===== src/rtl/dsp_cast_pkg.sv =====
// Shared signed width-cast helpers for the DSP datapath: rounding/saturation
// mode encodings, signed range bounds and a carry-safe round-and-shift.
package dsp_cast_pkg;

  localparam int unsigned CAST_TRUNC = 0;
  localparam int unsigned CAST_ROUND = 1;
  localparam int unsigned CAST_WRAP  = 0;
  localparam int unsigned CAST_SAT   = 1;

  // Working width for helper arithmetic; wide enough for any legal sample plus carry
  localparam int unsigned CAST_MAX_W = 64;

  typedef logic signed [CAST_MAX_W-1:0] cast_word_t;

  typedef struct packed {
    cast_word_t hi;
    cast_word_t lo;
  } cast_bounds_t;

  function automatic cast_bounds_t sat_bounds(input int unsigned width);
    cast_bounds_t b;
    b.hi = (cast_word_t'(1) <<< (width - 32'd1)) - cast_word_t'(1);
    b.lo = -(cast_word_t'(1) <<< (width - 32'd1));
    return b;
  endfunction

  // Round-half-up (optional) then arithmetic shift; floor when rounding is off
  function automatic cast_word_t round_shift(input cast_word_t value,
                                             input int unsigned shift,
                                             input logic round_en);
    cast_word_t v;
    v = value;
    if (round_en && (shift != 32'd0)) begin
      v = v + (cast_word_t'(1) <<< (shift - 32'd1));
    end
    return v >>> shift;
  endfunction

endpackage


===== src/rtl/bit_width_cast_stream_if.sv =====
// Valid/ready stream bundle for the width caster: sample input side plus
// converted output side with its saturation flag.
interface bit_width_cast_stream_if #(
  parameter int unsigned INPUT_WIDTH  = 32,
  parameter int unsigned OUTPUT_WIDTH = 16
);

  logic                    s_valid;
  logic                    s_ready;
  logic [INPUT_WIDTH-1:0]  s_data;
  logic                    m_valid;
  logic                    m_ready;
  logic [OUTPUT_WIDTH-1:0] m_data;
  logic                    m_sat;

  modport slave (
    input  s_valid, s_data, m_ready,
    output s_ready, m_valid, m_data, m_sat
  );

  modport master (
    output s_valid, s_data, m_ready,
    input  s_ready, m_valid, m_data, m_sat
  );

endinterface


===== src/rtl/cast_sat_stage.sv =====
// Combinational range check of a signed value against OUT_WIDTH, with
// clamp (and flag) or plain low-bit wrap.
module cast_sat_stage
  import dsp_cast_pkg::*;
#(
  parameter int unsigned IN_WIDTH  = 33,
  parameter int unsigned OUT_WIDTH = 16,
  parameter int unsigned SAT_EN    = CAST_SAT
) (
  input  logic [IN_WIDTH-1:0]  r_i,
  output logic [OUT_WIDTH-1:0] data_c_o,
  output logic                 sat_c_o
);

  localparam cast_bounds_t BOUNDS = sat_bounds(OUT_WIDTH);

  cast_word_t r_ext;

  always_comb begin
    r_ext    = cast_word_t'($signed(r_i));
    data_c_o = OUT_WIDTH'(r_ext);
    sat_c_o  = 1'b0;
    if (SAT_EN == CAST_SAT) begin
      if (r_ext > BOUNDS.hi) begin
        data_c_o = OUT_WIDTH'(BOUNDS.hi);
        sat_c_o  = 1'b1;
      end else if (r_ext < BOUNDS.lo) begin
        data_c_o = OUT_WIDTH'(BOUNDS.lo);
        sat_c_o  = 1'b1;
      end
    end
  end

endmodule


===== src/rtl/bit_width_cast_stream.sv =====
// Two-stage valid/ready signed width caster: round/shift, then clamp or wrap,
// with a sticky-at-max counter of accepted saturated outputs.
module bit_width_cast_stream
  import dsp_cast_pkg::*;
#(
  parameter int unsigned INPUT_WIDTH  = 32,
  parameter int unsigned OUTPUT_WIDTH = 16,
  parameter int unsigned SHIFT        = 16,
  parameter int unsigned ROUND_EN     = CAST_ROUND,
  parameter int unsigned SAT_EN       = CAST_SAT,
  parameter int unsigned CNT_WIDTH    = 16
) (
  input  logic                 clk,
  input  logic                 rst,
  bit_width_cast_stream_if.slave bus,
  input  logic                 sat_cnt_clr,
  output logic [CNT_WIDTH-1:0] sat_cnt
);

  // One extra bit keeps the rounding carry of the most positive input
  localparam int unsigned         R_WIDTH = INPUT_WIDTH + 1;
  localparam logic [CNT_WIDTH-1:0] CNT_MAX = '1;

  if ((INPUT_WIDTH < 2) || (OUTPUT_WIDTH < 2) || (SHIFT >= INPUT_WIDTH) ||
      (INPUT_WIDTH >= CAST_MAX_W) || (OUTPUT_WIDTH > CAST_MAX_W) || (CNT_WIDTH < 1)) begin : g_bad_params
    $error("bit_width_cast_stream: illegal width/shift parameters");
  end

  logic                    en_c;
  logic                    v1_q;
  logic [R_WIDTH-1:0]      r_q, r_d;
  logic                    m_valid_q;
  logic [OUTPUT_WIDTH-1:0] m_data_q, m_data_d;
  logic                    m_sat_q, m_sat_d;
  logic [CNT_WIDTH-1:0]    sat_cnt_q, sat_cnt_d;

  assign en_c        = !m_valid_q || bus.m_ready;
  assign bus.s_ready = en_c;

  always_comb begin
    r_d = R_WIDTH'(round_shift(cast_word_t'($signed(bus.s_data)), SHIFT,
                               (ROUND_EN == CAST_ROUND)));
  end

  cast_sat_stage #(
    .IN_WIDTH  (R_WIDTH),
    .OUT_WIDTH (OUTPUT_WIDTH),
    .SAT_EN    (SAT_EN)
  ) u_cast_sat_stage (
    .r_i      (r_q),
    .data_c_o (m_data_d),
    .sat_c_o  (m_sat_d)
  );

  // Clear wins over a same-cycle saturated accept
  always_comb begin
    sat_cnt_d = sat_cnt_q;
    if (sat_cnt_clr) begin
      sat_cnt_d = '0;
    end else if (m_valid_q && bus.m_ready && m_sat_q && (sat_cnt_q != CNT_MAX)) begin
      sat_cnt_d = sat_cnt_q + CNT_WIDTH'(1);
    end
  end

  always_ff @(posedge clk) begin
    if (rst) begin
      v1_q      <= 1'b0;
      r_q       <= '0;
      m_valid_q <= 1'b0;
      m_data_q  <= '0;
      m_sat_q   <= 1'b0;
      sat_cnt_q <= '0;
    end else begin
      if (en_c) begin
        v1_q      <= bus.s_valid;
        r_q       <= r_d;
        m_valid_q <= v1_q;
        m_data_q  <= m_data_d;
        m_sat_q   <= m_sat_d;
      end
      sat_cnt_q <= sat_cnt_d;
    end
  end

  assign bus.m_valid = m_valid_q;
  assign bus.m_data  = m_data_q;
  assign bus.m_sat   = m_sat_q;
  assign sat_cnt     = sat_cnt_q;

endmodule


===== src/flat_wrapper.sv =====
// flat-port wrapper written by rule: the top's interface ports become plain ports
module bit_width_cast_stream_flat import dsp_cast_pkg::*;
#(
  parameter int unsigned INPUT_WIDTH  = 32,
  parameter int unsigned OUTPUT_WIDTH = 16,
  parameter int unsigned SHIFT        = 16,
  parameter int unsigned ROUND_EN     = CAST_ROUND,
  parameter int unsigned SAT_EN       = CAST_SAT,
  parameter int unsigned CNT_WIDTH    = 16
)
  (clk, rst, sat_cnt_clr, sat_cnt, bus_s_valid, bus_s_data, bus_m_ready, bus_s_ready, bus_m_valid, bus_m_data, bus_m_sat);
  bit_width_cast_stream_if #(.INPUT_WIDTH(INPUT_WIDTH), .OUTPUT_WIDTH(OUTPUT_WIDTH)) bus_i ();
  input  logic clk;
  input  logic rst;
  input  logic sat_cnt_clr;
  output logic [CNT_WIDTH-1:0] sat_cnt;
  input wire logic [$bits(bus_i.s_valid)-1:0] bus_s_valid;
  input wire logic [$bits(bus_i.s_data)-1:0] bus_s_data;
  input wire logic [$bits(bus_i.m_ready)-1:0] bus_m_ready;
  output wire logic [$bits(bus_i.s_ready)-1:0] bus_s_ready;
  output wire logic [$bits(bus_i.m_valid)-1:0] bus_m_valid;
  output wire logic [$bits(bus_i.m_data)-1:0] bus_m_data;
  output wire logic [$bits(bus_i.m_sat)-1:0] bus_m_sat;
  assign bus_i.s_valid = bus_s_valid;
  assign bus_i.s_data = bus_s_data;
  assign bus_i.m_ready = bus_m_ready;
  assign bus_s_ready = bus_i.s_ready;
  assign bus_m_valid = bus_i.m_valid;
  assign bus_m_data = bus_i.m_data;
  assign bus_m_sat = bus_i.m_sat;
  bit_width_cast_stream #(.INPUT_WIDTH(INPUT_WIDTH), .OUTPUT_WIDTH(OUTPUT_WIDTH), .SHIFT(SHIFT), .ROUND_EN(ROUND_EN), .SAT_EN(SAT_EN), .CNT_WIDTH(CNT_WIDTH)) u_core (.clk(clk), .rst(rst), .bus(bus_i), .sat_cnt_clr(sat_cnt_clr), .sat_cnt(sat_cnt));
endmodule

===== config.mk =====
export PLATFORM = sky130hd
export DESIGN_NAME = bit_width_cast_stream_flat
export DESIGN_NICKNAME = d
export VERILOG_FILES = /design/src/rtl/dsp_cast_pkg.sv /design/src/rtl/bit_width_cast_stream_if.sv /design/src/rtl/cast_sat_stage.sv /design/src/rtl/bit_width_cast_stream.sv /design/src/flat_wrapper.sv
export SDC_FILE = /design/constraint.sdc
export NUM_CORES = 1
export LEC_CHECK = 0
export ABC_AREA = 0
export CAP_MARGIN = 20
export CORE_UTILIZATION = 40
export DETAILED_ROUTE_END_ITERATION = 8
export PLACE_DENSITY_LB_ADDON = 0.12
export RECOVER_POWER = 50
export REMOVE_ABC_BUFFERS = 1
export SLEW_MARGIN = 20
export SYNTH_ARGS = -nofsm -noshare
export SYNTH_HDL_FRONTEND = slang
export SYNTH_SLANG_ARGS = --single-unit

===== constraint.sdc =====
create_clock -name clk -period 3.1 [get_ports clk]
set_input_delay 0.465 -clock clk [delete_from_list [all_inputs] [get_ports clk]]
set_output_delay 0.465 -clock clk [all_outputs]
set_load 0.01 [all_outputs]

======== Yosys cells after proc, flatten, opt, wreduce, memory -nomap -nowiden ========
Index checks and enable logic that the tools add are counted.
Widths: inputs -> output; s select.
storage, ports and cells
  flip-flop bits (word level) ............. 52
  input bits .............................. 37
  output and inout bits ................... 35
  logic and storage cells ................. 21
operators by class
  $add $sub $neg .......................... 2
  magnitude comparators ................... 2
  equality and inequality tests ........... 1
  multiplexer cells ....................... 4
  reduce and logical (&&, ||, !) cells .... 6
operators by type and width
  cell                    number
  $add 32x17->33 const B  1
  $mux 16                 2
  $gt 17x16->1 const B    1
  $lt 17x16->1 const B    1
  $add 16x1->16 const B   1
  $ne 16x16->1 const B    1
  $logic_and 1x1->1       3
  $mux 1                  2
  $reduce_or 2->1         1
  $logic_not 1->1         1
  $logic_or 1x1->1        1

======== Depth between registers and ports, before layout ========
Gate-level depths: netlist of the first run.
  word-level depth ........................ 3
  gate-level depth with buffers ........... 7
  depth with buffers taken out ............ 5

======== By module ========
A second synthesis of the first run with hierarchy kept.
second synthesis, totals
  cell total of the unflattened synthesis .. 318
  area, all modules ....................... 2568.7 um2
by module, submodules not included
  module                 instances  cells an instance  area an instance (um2)  seq. area each (um2)
  bit_width_cast_stream  1          285                2327.2                  1041.0
  cast_sat_stage         1          33                 241.5                   0.0

======== Least setup slack after synthesis of the first run ========
No wires, ideal clock.
  path kind ............................... input to output
  start ................................... in bus_m_ready
  end ..................................... out bus_s_ready
  data arrival time ....................... 1.210 ns
  required time ........................... 2.635 ns
  slack ................................... 1.425 ns
  cell stages on the path ................. 5
  buffers on the path ..................... 3
  cells stage by stage .................... nor2b_1 -> clkbuf_1 -> inv_2 -> buf_2 -> buf_1
on the way
  cells in the longest elaborated chain, start to end .. 1
RTL lines
  what                line                         text
  start: declaration  flat_wrapper.sv:19           input wire logic [$bits(bus_i.m_ready)-1:0] bus_m_ready;
  $logic_or 1x1->1    bit_width_cast_stream.sv:37  assign en_c = !m_valid_q || bus.m_ready;
  end: declaration    flat_wrapper.sv:20           output wire logic [$bits(bus_i.s_ready)-1:0] bus_s_ready;
Every way passes these cells.

======== Worst setup path after layout of the first run ========
  start ................................... in bus_m_ready
  end ..................................... reg u_core.r_q[14]
on the way
  cells in the longest elaborated chain, start to end .. 1
RTL lines
  what                    line                         text
  $logic_or 1x1->1        bit_width_cast_stream.sv:37
  end signal: assignment  bit_width_cast_stream.sv:76  r_q <= r_d;
  end: declaration        bit_width_cast_stream.sv:31  logic [R_WIDTH-1:0] r_q, r_d;
Every way passes these cells.
A chain may end at the register's enable or synchronous reset.

==> results of run 1 <==
## where the power goes
part | switching [mW] | internal, mW
registers | 0.0323 | 0.706
logic | 0.0944 | 0.0953
clock network | 0.228 | 0.239
## synthesized netlist by cell type (2+ instances only)
cell type and n:
sky130_fd_sc_hd__buf_2 6, sky130_fd_sc_hd__and2_1 3, sky130_fd_sc_hd__buf_4 2, sky130_fd_sc_hd__nand2_1 16
sky130_fd_sc_hd__nand4_1 11, sky130_fd_sc_hd__and3_1 6, sky130_fd_sc_hd__xnor2_1 8, sky130_fd_sc_hd__o21ai_1 7
sky130_fd_sc_hd__buf_6 2, sky130_fd_sc_hd__a311oi_1 4, sky130_fd_sc_hd__a21oi_1 47, sky130_fd_sc_hd__buf_1 4
sky130_fd_sc_hd__or4_1 5, sky130_fd_sc_hd__inv_1 4, sky130_fd_sc_hd__nor2_1 52, sky130_fd_sc_hd__clkbuf_1 11
sky130_fd_sc_hd__o31ai_1 6, sky130_fd_sc_hd__a31o_1 2, sky130_fd_sc_hd__nor4_1 4, sky130_fd_sc_hd__ha_1 2
sky130_fd_sc_hd__a211oi_1 11, sky130_fd_sc_hd__nor4_2 2, sky130_fd_sc_hd__nand3_1 14, sky130_fd_sc_hd__nor3_1 3
sky130_fd_sc_hd__o21ai_0 20, sky130_fd_sc_hd__xor2_1 3, sky130_fd_sc_hd__dfxtp_1 52, sky130_fd_sc_hd__or3_1 13
## layout make-up
cell class | instances | area [um2]
clock buffers | 5 | 68.8
fillers | 618 | 2820
well taps | 75 | 93.8
inverters | 5 | 18.8
multi-input cells | 249 | 1400
flip-flops and latches | 52 | 1040
repair buffers | 59 | 577
clock inverters | 3 | 42.5
## flip-flops by register name, summed over array words and instances (netlist names)
name,count
u_core.v1_q,1
u_core.bus.m_data,16
u_core.sat_cnt,16
u_core.bus.m_sat,1
u_core.bus.m_valid,1
u_core.r_q,17
## worst max-delay path by stage
stage	endpoint	startpoint	slack, ps	cells after the start
CTS	bus_s_ready	bus_m_ready	840	5
global route	u_core.r_q[14]	bus_m_ready	460	7
finish	u_core.r_q[14]	bus_m_ready	640	7
global placement	u_core.r_q[14]	bus_s_data[18]	760	5
floorplan	u_core.sat_cnt[6]	u_core.sat_cnt[0]	1320	5
detailed placement	u_core.r_q[14]	bus_s_data[18]	680	5
## metal layers
metal / global-route usage [%] / routed length, um / up-vias
li1: - / - / 1281
met1: 28.5 / 3080 / 1133
met2: 28.6 / 2590 / 62
met3: 3.85 / 304 / 5
met4: 5.26 / 62 / 0
met5: 0 / 0 / -
## stage by stage
stage	setup WS, ps	instances	util [%]	cell area, um2	total power, mW
after CTS	836	448	53.6	3250	1.42
after floorplan	1320	306	-	2460	0.844
after global placement	762	440	51.8	3140	0.951
after global routing	462	448	53.6	3250	1.47
after detailed placement	678	440	51.8	3140	0.953
final	644	448	53.6	3250	1.39
## worst min-delay path: cells and delay by family, from the launching register on
family          cells  cell delay (ps)
simple gates        1               50
compound gates      1               50
flops               1              320
## cell usage in the layout (no fill, tap or decap), types with 2 or more instances in the layout
master,Yosys,layout
sky130_fd_sc_hd__nor4_1,4,4
sky130_fd_sc_hd__o21ai_1,7,5
sky130_fd_sc_hd__nand3_1,14,14
sky130_fd_sc_hd__a21oi_1,47,47
sky130_fd_sc_hd__o21ai_0,20,22
sky130_fd_sc_hd__nor4_2,2,2
sky130_fd_sc_hd__inv_1,4,5
sky130_fd_sc_hd__xnor2_1,8,8
sky130_fd_sc_hd__clkbuf_8,0,5
sky130_fd_sc_hd__or4_1,5,5
sky130_fd_sc_hd__dlygate4sd3_1,0,35
sky130_fd_sc_hd__nor2_1,52,52
sky130_fd_sc_hd__nand2_1,16,16
sky130_fd_sc_hd__ha_1,2,2
sky130_fd_sc_hd__nor3_1,3,3
sky130_fd_sc_hd__clkdlybuf4s50_1,0,21
sky130_fd_sc_hd__nand4_1,11,11
sky130_fd_sc_hd__a31o_1,2,2
sky130_fd_sc_hd__and3_1,6,6
sky130_fd_sc_hd__a311oi_1,4,4
sky130_fd_sc_hd__or3_1,13,13
sky130_fd_sc_hd__dfxtp_1,52,51
sky130_fd_sc_hd__xor2_1,3,3
sky130_fd_sc_hd__and2_1,3,3
sky130_fd_sc_hd__o31ai_1,6,6
sky130_fd_sc_hd__a211oi_1,11,11
## kinds of logic after synthesis
family	synth area share (%)
simple gates	27.0
compound gates	22.2
flops	40.3
buf+inv	5.51
xor+xnor	3.73
fa+ha+maj	0.967
mux	0.387
==> results.tsv, run 1 <==
stage	metric	value	unit
synthesis	post-synthesis sequential element count	52	
synthesis	post-synthesis instance area	0.00259	mm2
sta	top achievable clock speed	0.407	GHz
global_routing	total overflow reported by the global router	0	
global_routing	pin count of the biggest net entering global routing	67	
global_routing	initial antenna violation count	0	
synthesis	share of synthesized area occupied by flip-flops and latches	40.3	%
sta	worst rel slew slack	22.8	%
clocking	CTS Hold Bufs	0	
clocking	buffer depth of the longest clock path	2	
routing	mean routed wirelength per cell	13.5	um
synthesis	synth top area cells	sky130_fd_sc_hd__dfxtp_1 40%, sky130_fd_sc_hd__a21oi_1 9.1%, sky130_fd_sc_hd__nor2_1 7.5%, sky130_fd_sc_hd__o21ai_0 3.9%, sky130_fd_sc_hd__a211oi_1 3.2%	
power_and_ir_drop	power per cell area	430	mW/mm2
floorplanning	number of standard-cell rows in the floorplan	28	
clocking	setup repair bufs after CTS	0	
worst_setup_path	Max FO, Critical Path	66	
routing	count of TritonRoute iterations in the first routing pass	4	
clocking	Reg clk slew, reported paths	90	ps
synthesis	Syn Inst Count	331	
routing	Final Routed Wirelength	6.04	mm
clocking	cells resized by post-CTS repair	0	
floorplanning	chip width	82.4	um
worst_setup_path	required time of the worst setup path	3320	ps
global_routing	global-route wire length before repair	10.1	mm
synthesis	mean instance size in the synthesized netlist	7.81	um2
sta	final hold violations	0	
worst_setup_path	critical path type	in -> reg	
worst_setup_path	Critical Path Max Stage Delay	640	ps
routing	Routed Antenna Nets	0	
global_routing	number of global-route vias before repair	2118	
floorplanning	initial cell density of the core	42.7	%
finish	Area growth syn-to-layout	25.5	%
synthesis	count of flip-flops with a built-in enable after synthesis	0	
worst_setup_path	capturing point of the worst reg2reg path	u_core.r_q[16]	
finish	Antenna diodes	0	
worst_setup_path	logic depth of the worst register-to-register path	7	
floorplanning	boundary pin count	72	
floorplanning	core footprint	0.00606	mm2
finish	Final Net Count	411	
worst_setup_path	nature of the critical path startpoint	input port	
sta	Period minus WS final	2460	ps
worst_setup_path	crit-path cells	dlygate4sd3_1 -> nor2b_1 -> buf_4 -> inv_1 -> clkbuf_2 -> and3_1 -> nor4_1	
sta	TNS Setup	0	ps
routing	total DRC errors in the routed layout	0	
sta	final clock skew	7.07	ps
worst_setup_path	critical-path cell with the highest stage delay	sky130_fd_sc_hd__clkbuf_2	
power_and_ir_drop	leakage power of the design	1.22	nW
sta	worst hold slack after final layout	455	ps
synthesis	area share of the largest cell type after synthesis	40.3	%
clocking	number of H-tree levels	2	
clocking	Clock Tree Root	sky130_fd_sc_hd__clkbuf_8	
synthesis	most instantiated flip-flop cell in the synthesis netlist	sky130_fd_sc_hd__dfxtp_1	
placement	number of buffer cells added on primary ports	56	
routing	1st-iter DRT viols	135	
worst_hold_path	endpoint of the worst hold path	u_core.v1_q	
worst_setup_path	critical path endpoint category	register	
synthesis	Yosys warnings	0	
run_status	result of the run	finished clean	
worst_hold_path	number of cells on the worst hold path	2	
worst_hold_path	Worst Hold Class	reg -> reg	
clocking	Clk Latency, worst-skew pair	310	ps
flow_run	total of max-cap violations	0	
worst_setup_path	delay-heaviest family, CP	buffers and inverters	
power_and_ir_drop	worst supply voltage drop on vdd	224	uV
worst_setup_path	Worst EP arrival	2680	ps
worst_setup_path	buffer and inverter count on the worst path	4	
global_routing	global routing usage summed across all routing layers	19.4	%
placement	GP Congestion	0.784	
synthesis	post-synthesis cell type with the largest combined area	sky130_fd_sc_hd__dfxtp_1	
floorplanning	overall die area	0.00679	mm2
finish	fraction of layout instances using a drive strength above 1	4.56	%
routing	overall via count from detail_route	2481	
clocking	TritonCTS sink count	52	
sta	number of setup violations in the final report	0	
clocking	TritonCTS clock tree	yes	
floorplanning	Vert. Die Dim	82.4	um
synthesis	Cell variety after synth	39	
worst_hold_path	Min-Delay Startpoint	u_core.v1_q	
placement	placed wire-length estimate	4.05	mm
worst_setup_path	worst r2r src	u_core.bus.m_valid	
worst_setup_path	r2r setup slk	990	ps
sta	part of the cycle the worst path needs	79.2	%
sta	worst slew pin tran	1160	ps
synthesis	Async S/R FF share, synth	0	%
routing	Via density	5.54	
sta	unrepaired setup endpoints after global routing	no	
sta	final-report max-slew violation count	0	
clocking	clock buffer count from CTS	5	
No activity file was read; power rests on OpenSTA's default activity.
==> inputs of run 2 (changes only) <==
clock period = 2.4 ns   (was 3.1 ns; I/O delays follow)
==> run 2 against run 1 <==
Worst setup slack lost 240 ps. Via count shrank 0.12%. First-iteration DRC count shrank 21%. Total power grew 25%. Critical endpoint is now bus_s_ready. Highest routed layer unchanged.
==> results.tsv, run 2 (synthesized netlist as in run 1, its figures left out) <==
stage	metric	value	unit
run_status	result of the run	finished clean	
worst_setup_path	critical path endpoint category	output pin	
worst_setup_path	delay-heaviest family, CP	buffers and inverters	
sta	number of setup violations in the final report	0	
floorplanning	overall die area	0.00679	mm2
power_and_ir_drop	power per cell area	529	mW/mm2
floorplanning	initial cell density of the core	42.7	%
worst_setup_path	Worst EP arrival	1640	ps
global_routing	total overflow reported by the global router	0	
worst_setup_path	critical-path cell with the highest stage delay	sky130_fd_sc_hd__clkdlybuf4s50_1	
clocking	clock buffer count from CTS	5	
worst_setup_path	crit-path cells	clkdlybuf4s50_1 -> nor2b_1 -> inv_2 -> clkdlybuf4s50_1	
finish	fraction of layout instances using a drive strength above 1	5.57	%
routing	Via density	5.48	
floorplanning	number of standard-cell rows in the floorplan	28	
sta	TNS Setup	0	ps
worst_setup_path	critical path's most frequent cell	sky130_fd_sc_hd__clkdlybuf4s50_1	
sta	top achievable clock speed	0.501	GHz
power_and_ir_drop	combinational fraction of design power	14.7	%
clocking	Reg clk slew, reported paths	80	ps
worst_setup_path	timing startpoint of the critical path	bus_m_ready	
worst_setup_path	critical path type	in -> out	
worst_setup_path	nature of the critical path startpoint	input port	
worst_setup_path	Max FO, Critical Path	3	
global_routing	global-route wire length before repair	9.89	mm
clocking	TritonCTS sink count	52	
global_routing	initial antenna violation count	0	
worst_hold_path	Worst Hold Class	reg -> reg	
floorplanning	boundary pin count	72	
floorplanning	Vert. Die Dim	82.4	um
clocking	CTS Hold Bufs	0	
power_and_ir_drop	internal power of the cells	1.30	mW
placement	GP Congestion	0.789	
worst_setup_path	buffer and inverter count on the worst path	3	
floorplanning	core footprint	0.00606	mm2
sta	worst slew pin tran	886	ps
sta	Period minus WS final	2000	ps
finish	highest-count cells in the layout ignoring fill and taps	52 x sky130_fd_sc_hd__nor2_1, 52 x sky130_fd_sc_hd__dfxtp_1, 47 x sky130_fd_sc_hd__a21oi_1	
routing	Final Routed Wirelength	6.18	mm
routing	count of TritonRoute iterations in the first routing pass	4	
clocking	Clk Latency, worst-skew pair	310	ps
sta	part of the cycle the worst path needs	83.2	%
sta	final hold violations	0	
sta	unrepaired setup endpoints after global routing	no	
routing	total DRC errors in the routed layout	0	
sta	worst rel slew slack	40.9	%
power_and_ir_drop	net switching power	0.440	mW
flow_run	total of max-cap violations	0	
power_and_ir_drop	Clock power frac	30.7	%
power_and_ir_drop	leakage power of the design	1.19	nW
sta	final-report max-slew violation count	0	
finish	register with the most flip-flops	u_core.r_q	
clocking	setup repair bufs after CTS	0	
routing	overall via count from detail_route	2478	
finish	number of flip-flops in the largest register	17	
worst_setup_path	worst r2r src	u_core.sat_cnt[0]	
worst_setup_path	Critical Path Max Stage Delay	490	ps
worst_hold_path	Min-Delay Startpoint	u_core.v1_q	
clocking	TritonCTS clock tree	yes	
power_and_ir_drop	net switching share of the total power	25.4	%
finish	Area growth syn-to-layout	26.9	%
finish	Final Net Count	416	
clocking	number of H-tree levels	2	
finish	Fill cells	596	
worst_setup_path	required time of the worst setup path	2040	ps
placement	area after detailed placement	0.00319	mm2
power_and_ir_drop	worst supply voltage drop on vdd	297	uV
power_and_ir_drop	sequential group share of total power	54.6	%
global_routing	pin count of the biggest net entering global routing	67	
sta	final clock skew	6.02	ps
floorplanning	chip width	82.4	um
placement	number of buffer cells added on primary ports	56	
global_routing	global routing usage summed across all routing layers	19.2	%
routing	mean routed wirelength per cell	13.7	um
clocking	cells resized by post-CTS repair	0	
finish	Antenna diodes	0	
routing	Routed Antenna Nets	0	
finish	post-route cell area	0.00328	mm2
routing	1st-iter DRT viols	106	
placement	placed wire-length estimate	4.25	mm
clocking	Clock Tree Root	sky130_fd_sc_hd__clkbuf_8	
sta	Final WS setup	403	ps
global_routing	number of global-route vias before repair	2095	
placement	Placement Setup Slack	326	ps
clocking	buffer depth of the longest clock path	2	
-- run 2: worst reg2reg max path, delay by kind of cell, from the launching register on --
kind | cells | cell delay, ps
buf+inv | 1 | 250
fa+ha+maj | 1 | 310
simple gates | 2 | 480
compound gates | 2 | 300
flops | 1 | 400
-- run 2: metrics by stage --
| stage | utilization [%] | hold WS [ps] | power (mW) | std cells |
|---|---|---|---|---|
| final | 54.1 | 459 | 1.74 | 452 |
| after global routing | 54.1 | 502 | 1.83 | 452 |
| after CTS | 54.2 | 458 | 1.78 | 452 |
| after detailed placement | 52.6 | 444 | 1.24 | 445 |
| after global placement | 52.6 | 442 | 1.23 | 445 |
| after floorplan | - | 426 | 1.09 | 306 |
-- run 2: routing by layer --
layer	routed length [um]	global-route usage [%]	part of all wire [%]
met1	3180	26.6	51
met2	2670	29.2	43
met3	260	5.05	4.2
met4	69	5.61	1.1
met5	0	0	0
-- run 2: path summary, 6_finish.rpt --
kind / end / slack (ps) / cells past startpoint
max: bus_s_ready / 400 / 4
min: u_core.v1_q / 460 / 2
max reg2reg: u_core.sat_cnt[7] / 600 / 6
min reg2reg: u_core.v1_q / 460 / 2
-- run 2: area by class of cell --
class                           instances  area [um2]  area share (%)
Timing Repair Buffer                   64         629            19.2
Clock buffer                            7        96.3            2.94
Tap cell                               75        93.8            2.86
Inverter                                5        18.8           0.572
Multi-Input combinational cell        249        1400            42.7
Sequential cell                        52        1040            31.7
-- run 2: power by group through the flow --
stage	sequential [mW]	clock [mW]	combinational, mW
2_1_floorplan	0.979	0	0.112
3_3_place_gp	0.968	0	0.265
3_5_place_dp	0.969	0	0.267
4_1_cts	0.949	0.558	0.270
5_1_grt	0.956	0.586	0.289
6_report	0.948	0.533	0.256
